### config.mk
export PLATFORM = sky130hd
export DESIGN_NAME = mole_round_scheduler
export DESIGN_NICKNAME = d
export VERILOG_FILES = /design/src/rtl/mole_round_scheduler.sv
export SDC_FILE = /design/constraint.sdc
export NUM_CORES = 1
export LEC_CHECK = 0
export CORE_ASPECT_RATIO = 1.75
export CORE_MARGIN = 5
export CORE_UTILIZATION = 30
export CTS_CLUSTER_DIAMETER = 80
export DETAILED_ROUTE_END_ITERATION = 8
export HOLD_SLACK_MARGIN = 0.02
export PLACE_DENSITY_LB_ADDON = 0.2
export SYNTH_ARGS = -nofsm -noshare
export SYNTH_HDL_FRONTEND = slang
export SYNTH_SLANG_ARGS = --single-unit
### constraint.sdc
create_clock -name clock -period 4.37 [get_ports clock]
set_clock_uncertainty 0.05 [all_clocks]
set_input_delay 0.437 -clock clock [delete_from_list [all_inputs] [get_ports clock]]
set_output_delay 0.437 -clock clock [all_outputs]
set_load 0.005 [all_outputs]
### src/rtl/mole_round_scheduler.sv
// ============================================================================
//  mole_round_scheduler : Whack-A-Mole round sequencer (mole pick, timing,
//                         hit/miss judging, score/miss increment pulses)
//  Revision : 1.0
// ============================================================================
`default_nettype none

module mole_round_scheduler #(
    parameter int          NUM_MOLES    = 8,
    parameter int          GAP_TIME     = 25_000_000,
    parameter int          UP_TIME_INIT = 50_000_000,
    parameter int          UP_TIME_MIN  = 10_000_000,
    parameter int          UP_TIME_STEP = 1_000_000,
    parameter int          ROUNDS       = 30,
    parameter logic [15:0] LFSR_SEED    = 16'hACE1
) (
    input  logic                 clock,
    input  logic                 reset,
    input  logic                 start,
    input  logic [NUM_MOLES-1:0] buttons,
    output logic [NUM_MOLES-1:0] mole,
    output logic                 score_inc,
    output logic                 miss_inc,
    output logic                 busy,
    output logic                 game_over,
    output logic [7:0]           round
);

    localparam int          c_IDX_W    = $clog2(NUM_MOLES);
    localparam logic [31:0] c_GAP_LOAD = 32'(GAP_TIME - 1);
    localparam logic [31:0] c_UP_INIT  = 32'(UP_TIME_INIT);
    localparam logic [31:0] c_UP_MIN   = 32'(UP_TIME_MIN);
    localparam logic [31:0] c_UP_STEP  = 32'(UP_TIME_STEP);
    localparam logic [7:0]  c_LAST_RND = 8'(ROUNDS - 1);
    localparam logic [NUM_MOLES-1:0] c_ONE = NUM_MOLES'(1);

    typedef enum logic [1:0] {
        S_IDLE = 2'd0,
        S_GAP  = 2'd1,
        S_UP   = 2'd2,
        S_OVER = 2'd3
    } state_t;

    state_t               r_state,    w_state;
    logic [31:0]          r_timer,    w_timer;
    logic [31:0]          r_up_time,  w_up_time;
    logic [7:0]           r_round,    w_round;
    logic [15:0]          r_lfsr,     w_lfsr;
    logic [c_IDX_W-1:0]   r_last_idx, w_last_idx;
    logic [NUM_MOLES-1:0] r_btn_q;
    logic [NUM_MOLES-1:0] r_mole,     w_mole;
    logic                 r_score,    w_score;
    logic                 r_miss,     w_miss;
    logic                 r_busy,     w_busy;
    logic                 r_over,     w_over;

    logic [NUM_MOLES-1:0] w_press;
    logic [NUM_MOLES-1:0] w_target;
    logic [c_IDX_W-1:0]   w_raw_idx;
    logic [c_IDX_W-1:0]   w_new_idx;
    logic [31:0]          w_up_dec;
    logic                 w_hit;
    logic                 w_wrong;
    logic                 w_end;

    always_ff @(posedge clock or posedge reset) begin
        if (reset) begin
            r_state    <= S_IDLE;
            r_timer    <= '0;
            r_up_time  <= '0;
            r_round    <= '0;
            r_lfsr     <= LFSR_SEED;
            r_last_idx <= '0;
            r_btn_q    <= '0;
            r_mole     <= '0;
            r_score    <= 1'b0;
            r_miss     <= 1'b0;
            r_busy     <= 1'b0;
            r_over     <= 1'b0;
        end else begin
            r_state    <= w_state;
            r_timer    <= w_timer;
            r_up_time  <= w_up_time;
            r_round    <= w_round;
            r_lfsr     <= w_lfsr;
            r_last_idx <= w_last_idx;
            r_btn_q    <= buttons;
            r_mole     <= w_mole;
            r_score    <= w_score;
            r_miss     <= w_miss;
            r_busy     <= w_busy;
            r_over     <= w_over;
        end
    end

    always_comb begin
        w_lfsr    = {r_lfsr[14:0], r_lfsr[15] ^ r_lfsr[13] ^ r_lfsr[12] ^ r_lfsr[10]};
        w_press   = buttons & ~r_btn_q;
        w_target  = c_ONE << r_last_idx;
        w_hit     = |(w_press & w_target);
        w_wrong   = |(w_press & ~w_target);
        // Never show the same hole twice in a row: bump a repeat to the next hole.
        w_raw_idx = r_lfsr[c_IDX_W-1:0];
        w_new_idx = (w_raw_idx == r_last_idx) ? w_raw_idx + 1'b1 : w_raw_idx;
        w_up_dec  = (r_up_time >= c_UP_MIN + c_UP_STEP) ? r_up_time - c_UP_STEP : c_UP_MIN;

        w_state    = r_state;
        w_timer    = r_timer;
        w_up_time  = r_up_time;
        w_round    = r_round;
        w_last_idx = r_last_idx;
        w_mole     = r_mole;
        w_score    = 1'b0;
        w_miss     = 1'b0;
        w_busy     = r_busy;
        w_over     = r_over;
        w_end      = 1'b0;

        case (r_state)
            S_IDLE, S_OVER: begin
                if (start) begin
                    w_state   = S_GAP;
                    w_timer   = c_GAP_LOAD;
                    w_up_time = c_UP_INIT;
                    w_round   = '0;
                    w_busy    = 1'b1;
                    w_over    = 1'b0;
                    w_mole    = '0;
                end
            end
            S_GAP: begin
                w_mole = '0;
                if (r_timer == '0) begin
                    w_last_idx = w_new_idx;
                    w_mole     = c_ONE << w_new_idx;
                    w_timer    = r_up_time - 32'd1;
                    w_state    = S_UP;
                end else begin
                    w_timer = r_timer - 32'd1;
                end
            end
            S_UP: begin
                if (w_hit) begin
                    w_score = 1'b1;
                    w_end   = 1'b1;
                end else if (r_timer == '0) begin
                    w_miss = 1'b1;
                    w_end  = 1'b1;
                end else begin
                    w_timer = r_timer - 32'd1;
                    w_miss  = w_wrong;
                end
                if (w_end) begin
                    w_mole    = '0;
                    w_up_time = w_up_dec;
                    if (r_round == c_LAST_RND) begin
                        w_state = S_OVER;
                        w_busy  = 1'b0;
                        w_over  = 1'b1;
                    end else begin
                        w_round = r_round + 8'd1;
                        w_timer = c_GAP_LOAD;
                        w_state = S_GAP;
                    end
                end
            end
            default: w_state = S_IDLE;
        endcase
    end

    assign mole      = r_mole;
    assign score_inc = r_score;
    assign miss_inc  = r_miss;
    assign busy      = r_busy;
    assign game_over = r_over;
    assign round     = r_round;

endmodule

`default_nettype wire
-- After elaboration in Yosys (flattened, before gate mapping)
Index checks and enable logic that the tools add are counted.
- reductions and logical operators: 12
- equality and inequality tests: 10
- mux-type cells: 40
- bitwise operators: 8
- shifts and indexed selects: 2
- add/subtract/negate cells: 5
- $lt $le $gt $ge: 1
- operators by type and width (operator ; count):
    $mux 32 ; 9
    $pmux 32 s3 ; 1
    $pmux 32 s2 ; 1
    $sub 32x1->32 const B ; 2
    $mux 8 ; 5
    $ge 32x24->1 const B ; 1
    $logic_not 32->1 ; 1
    $sub 32x20->32 const B ; 1
    $and 8x8->8 ; 3
    $pmux 8 s3 ; 1
    $not 8->8 ; 2
    $pmux 8 s2 ; 1
    $reduce_or 8->1 ; 2
    $shl 1x3->8 const A ; 2
    $mux 1 ; 14
    $ne 2x2->1 const B ; 5
    $add 8x1->8 const B ; 1
    $eq 8x5->1 const B ; 1
    $mux 2 ; 4
    $reduce_and 4->1 ; 2
    $pmux 2 s3 ; 1
    $reduce_and 3->1 ; 2
    $eq 2x2->1 const B ; 2
    $pmux 1 s2 ; 2
    other kinds (9) ; 12
- word-level logic and storage cells: 90
- register bits: 113
- input port bits: 11

-- Longest topological paths before layout
- depth in word-level cells: 8
- gate-level depth with buffers: 10
- mapped depth without buffers: 9

-- Worst setup path after synthesis
OpenSTA, ideal clock, no wires.
- kind: register to register
- from: register r_up_time[10]
- to: register r_timer[31]
- setup slack: 2007 ps
- path buffers: 2
- arrival: 2192 ps
- stages on the path, launching flop included: 10
- clock period less this slack: 2363 ps
- cell sequence: dfrtp_1 > clkbuf_1 > or3_1 > clkbuf_1 > or3_1 > nor4_1 > xor2_1 > o21ai_0 > o21ai_0 > a22o_1
- word-level cells in the longest chain between the ends: 3
- RTL lines (what ; RTL line ; source):
    start, declared ; 46 ; logic [31:0] r_up_time, w_up_time;
    start signal, assigned ; 83 ; r_up_time <= w_up_time;
    $sub 32x1->32 ; 136 ; w_timer = r_up_time - 32'd1;
    $mux 32 ; 133 ; if (r_timer == '0) begin
    $pmux 32 s3 ; 119 ; case (r_state)
    end signal, assigned ; 82 ; r_timer <= w_timer;
    end, declared ; 45 ; logic [31:0] r_timer, w_timer;
No other way between the ends.
A chain may end at the register's enable or synchronous reset.

-- Worst setup path in the final report
- from: register r_timer[14]
- to: register r_state[1]
- word-level cells in the longest chain between the ends: 6
- elaborated cells on any way between the ends: 7
- classes of those cells: eq/ne (2); mux (3); reduce/logical (2)
- RTL lines (what ; RTL line ; source):
    $logic_not 32->1 * ; 133, 146 ;
    $mux 1 ; 146 ; end else if (r_timer == '0) begin
    $mux 1 ; 143 ; if (w_hit) begin
    $mux 1 ; 119 ;
    $ne 2x2->1 (no source line) ; -- ;
    $reduce_and 3->1 (no source line) * ; -- ;
    end signal, assigned ; 81 ; r_state <= w_state;
    end, declared ; 44 ; state_t r_state, w_state;
Mark *: on every way between the ends. The rest lies on a longest branch, timed or not. The select of a mux whose other input is x is not followed.

==> metrics.txt <==
status=completed; IO buf count=30; P_leak=approximately 3.1 nW; maxcap violations=0; ANT nets after route=0; RSZ-0062 raised after global routing=no; CTS tree=built; critical path launch point type=register; Syn. warnings=0; Post-Syn Instances=between 800 and 900; layout cells sized above 1=under 10%; DRC Markers=0; Final Hold Fails=0; worst path cell trace=nor4_1 > and4b_1 > nand3_4 > buf_4 > a31oi_1 > buf_4 > nand2_1 > a22o_1; row count=73; core outline area=approximately 0.023 mm2; delay-heaviest family, CP=simple AND/OR/NAND/NOR gates; # diodes=0; largest net degree at the start of global routing=63; top-count cell post-synth=dfrtp_1; top cell type's share of synthesized area=between 30% and 40%; Die X=roughly 120 um; Mapped Area=0.00680 mm2; full die area=0.0259 mm2; GPL Wtd Cong=about 0.88; EDFF count, synth=0; Initial Util=approximately 30%; Fillers=around 2,400; GRT Resource Usage Total=17.6%; Syn Area/Cell=8.38 um2; Via Count=~6,300; post-synthesis net count=approximately 830; initial antenna violation count=0; first-pass GRT wire length=35,400 um; Root Driver=clkbuf_16; kind of critical path=reg2reg; post-synthesis sequential area ratio=between 30% and 40%; async set-reset flop share out of synthesis=100%; Setup WS pre-CTS=961 ps; Post-CTS Setup Bufs=0; Final Power=between 2 and 2.5 mW; Overflow after GRT=0; Cell Count, Final, Fillers Out=between 1,000 and 1,500; Critical Path Sink Type=register; endpoints failing setup=0; post-CTS sizing=0; Final nets=846; Hold Path Class=reg2reg; fin crit share=75.1%; Clock Latency Late Sink=between 300 and 400 ps; Max IR drop VDD=around 0.19 mV; Final TNS setup=0 ps; post-DR wirelength/cell=~20 um; Yosys cell types=between 70 and 80; final worst setup slack=roughly 1100 ps; post-layout min period=between 3000 and 4000 ps; final max-slew violation count=0; vias per cell=~5.6; Slew @ Worst Pin=a little under 800 ps; Buf+Inv Stages, Crit Path=2; ys flop type=dfrtp_1; Max Freq=305 MHz; vias in the first global route=6,359; Area Overhead vs Synth=13.8%; I/O pins=31; hold_buf cts=0; clock buffer count from CTS=9; clock buffer depth=2; crit path max fanout=21; drt pass-1 iters=5; cell mode on critical path=buf_4; slowest CP cell=and4b_1; Seq cells post-synth=around 110; clock transition at the registers of the reported paths=70 ps; final WL=22,400 um; TritonCTS sink count=107; area leader, netlist=dfrtp_1; Arr. time, crit path=roughly 3500 ps; CP max stage delay=between 500 and 600 ps; placed insts=1,112; CP required=4570 ps; Synth area leaders=dfrtp_1, a21oi_1, o21ai_0; Die Ht=209 um; H-tree levels=3; First DRT Iteration DRCs=about 420; Commonest cells post-synth=dfrtp_1, nor2_1, nand2_1; Slew headroom=~47%; pwr dens=307 mW/mm2; DP HPWL=roughly 16,000 um
routing by layer:
layer  up-vias  routed length [um]  GRT usage (%)
li1       2996                   -              -
met3        54                 606           1.49
met5         -                   0              0
met1      3118                8330           19.0
met4         0                1090           9.60
met2       145               12300           32.7
flip-flops by register name (all words and copies together) (netlist names), 2 cells and up:
name / flops
r_timer: 32
r_lfsr: 16
r_state: 2
round: 8
r_up_time: 26
r_last_idx: 3
r_btn_q: 8
mole: 8
layout by cell type (no fill, tap or decap), drive strengths merged, types with 4 or more instances in the layout:
master         count
o22ai             10
o22a               4
nand2             72
clkdlybuf4s50     30
nor4              13
xor2              26
a22oi              4
o221ai             6
or4                6
nor2b              4
nand2b            16
a31oi             19
a21oi             70
or2                4
and2               7
dfrtp             99
o21ai             73
dfstp              8
and3               8
ha                12
a21o               8
buf               24
nor3              41
o311ai             4
a22o               6
o31ai             13
or3               11
clkinv             5
nor2              73
o211ai             7
nand3             24
inv               26
clkbuf             9
o21a               4
nand4             12
xnor2             18
worst paths after layout:
path / startpoint / end / slack [ps] / cells past startpoint
max: r_timer[14] / r_state[1] / 1090 / 8
min: r_lfsr[6] / r_lfsr[7] / 310 / 0
max reg2reg: r_timer[14] / r_state[1] / 1090 / 8
min reg2reg: r_lfsr[6] / r_lfsr[7] / 310 / 0
max in group asynchronous: reset / round[0] / 2960 / 3
min in group asynchronous: reset / r_last_idx[1] / 550 / 2
cell families (layout without fill, tap and decap cells):
logic type | after synthesis | count (layout) | synth area share, %
adder cells (fa/ha/maj) | 12 | 12 | 2.21
multiplexers | 4 | 4 | 0.608
flip-flops | 107 | 107 | 39.6
AND/OR/NAND/NOR | 310 | 310 | 23.8
buffers and inverters | 77 | 94 | 4.49
AO/OA/AOI/OAI | 257 | 257 | 23.7
XOR/XNOR | 44 | 44 | 5.67
power breakdown:
group          internal (mW)  switching (mW)
registers               1.04          0.0925
clock network          0.399           0.416
logic                  0.176           0.246
through the flow:
step | hold slack, ps | utilization, % | instance area (um2)
global placement | 289 | 33.0 | 7450
floorplan | 281 | - | 6800
CTS | 309 | 34.3 | 7740
detailed placement | 289 | 33.0 | 7450
finish | 307 | 34.3 | 7740
global route | 311 | 34.3 | 7740
layout make-up:
type | instances | area [um2] | share of cell area, %
Tap cell | 300 | 375 | 4.85
Sequential cell | 107 | 2690 | 34.7
Multi-Input combinational cell | 627 | 3800 | 49.2
Clock buffer | 9 | 225 | 2.91
Timing Repair Buffer | 54 | 493 | 6.37
Clock inverter | 7 | 60.1 | 0.776
Inverter | 24 | 92.6 | 1.20
No activity file was read; power rests on OpenSTA's default activity.
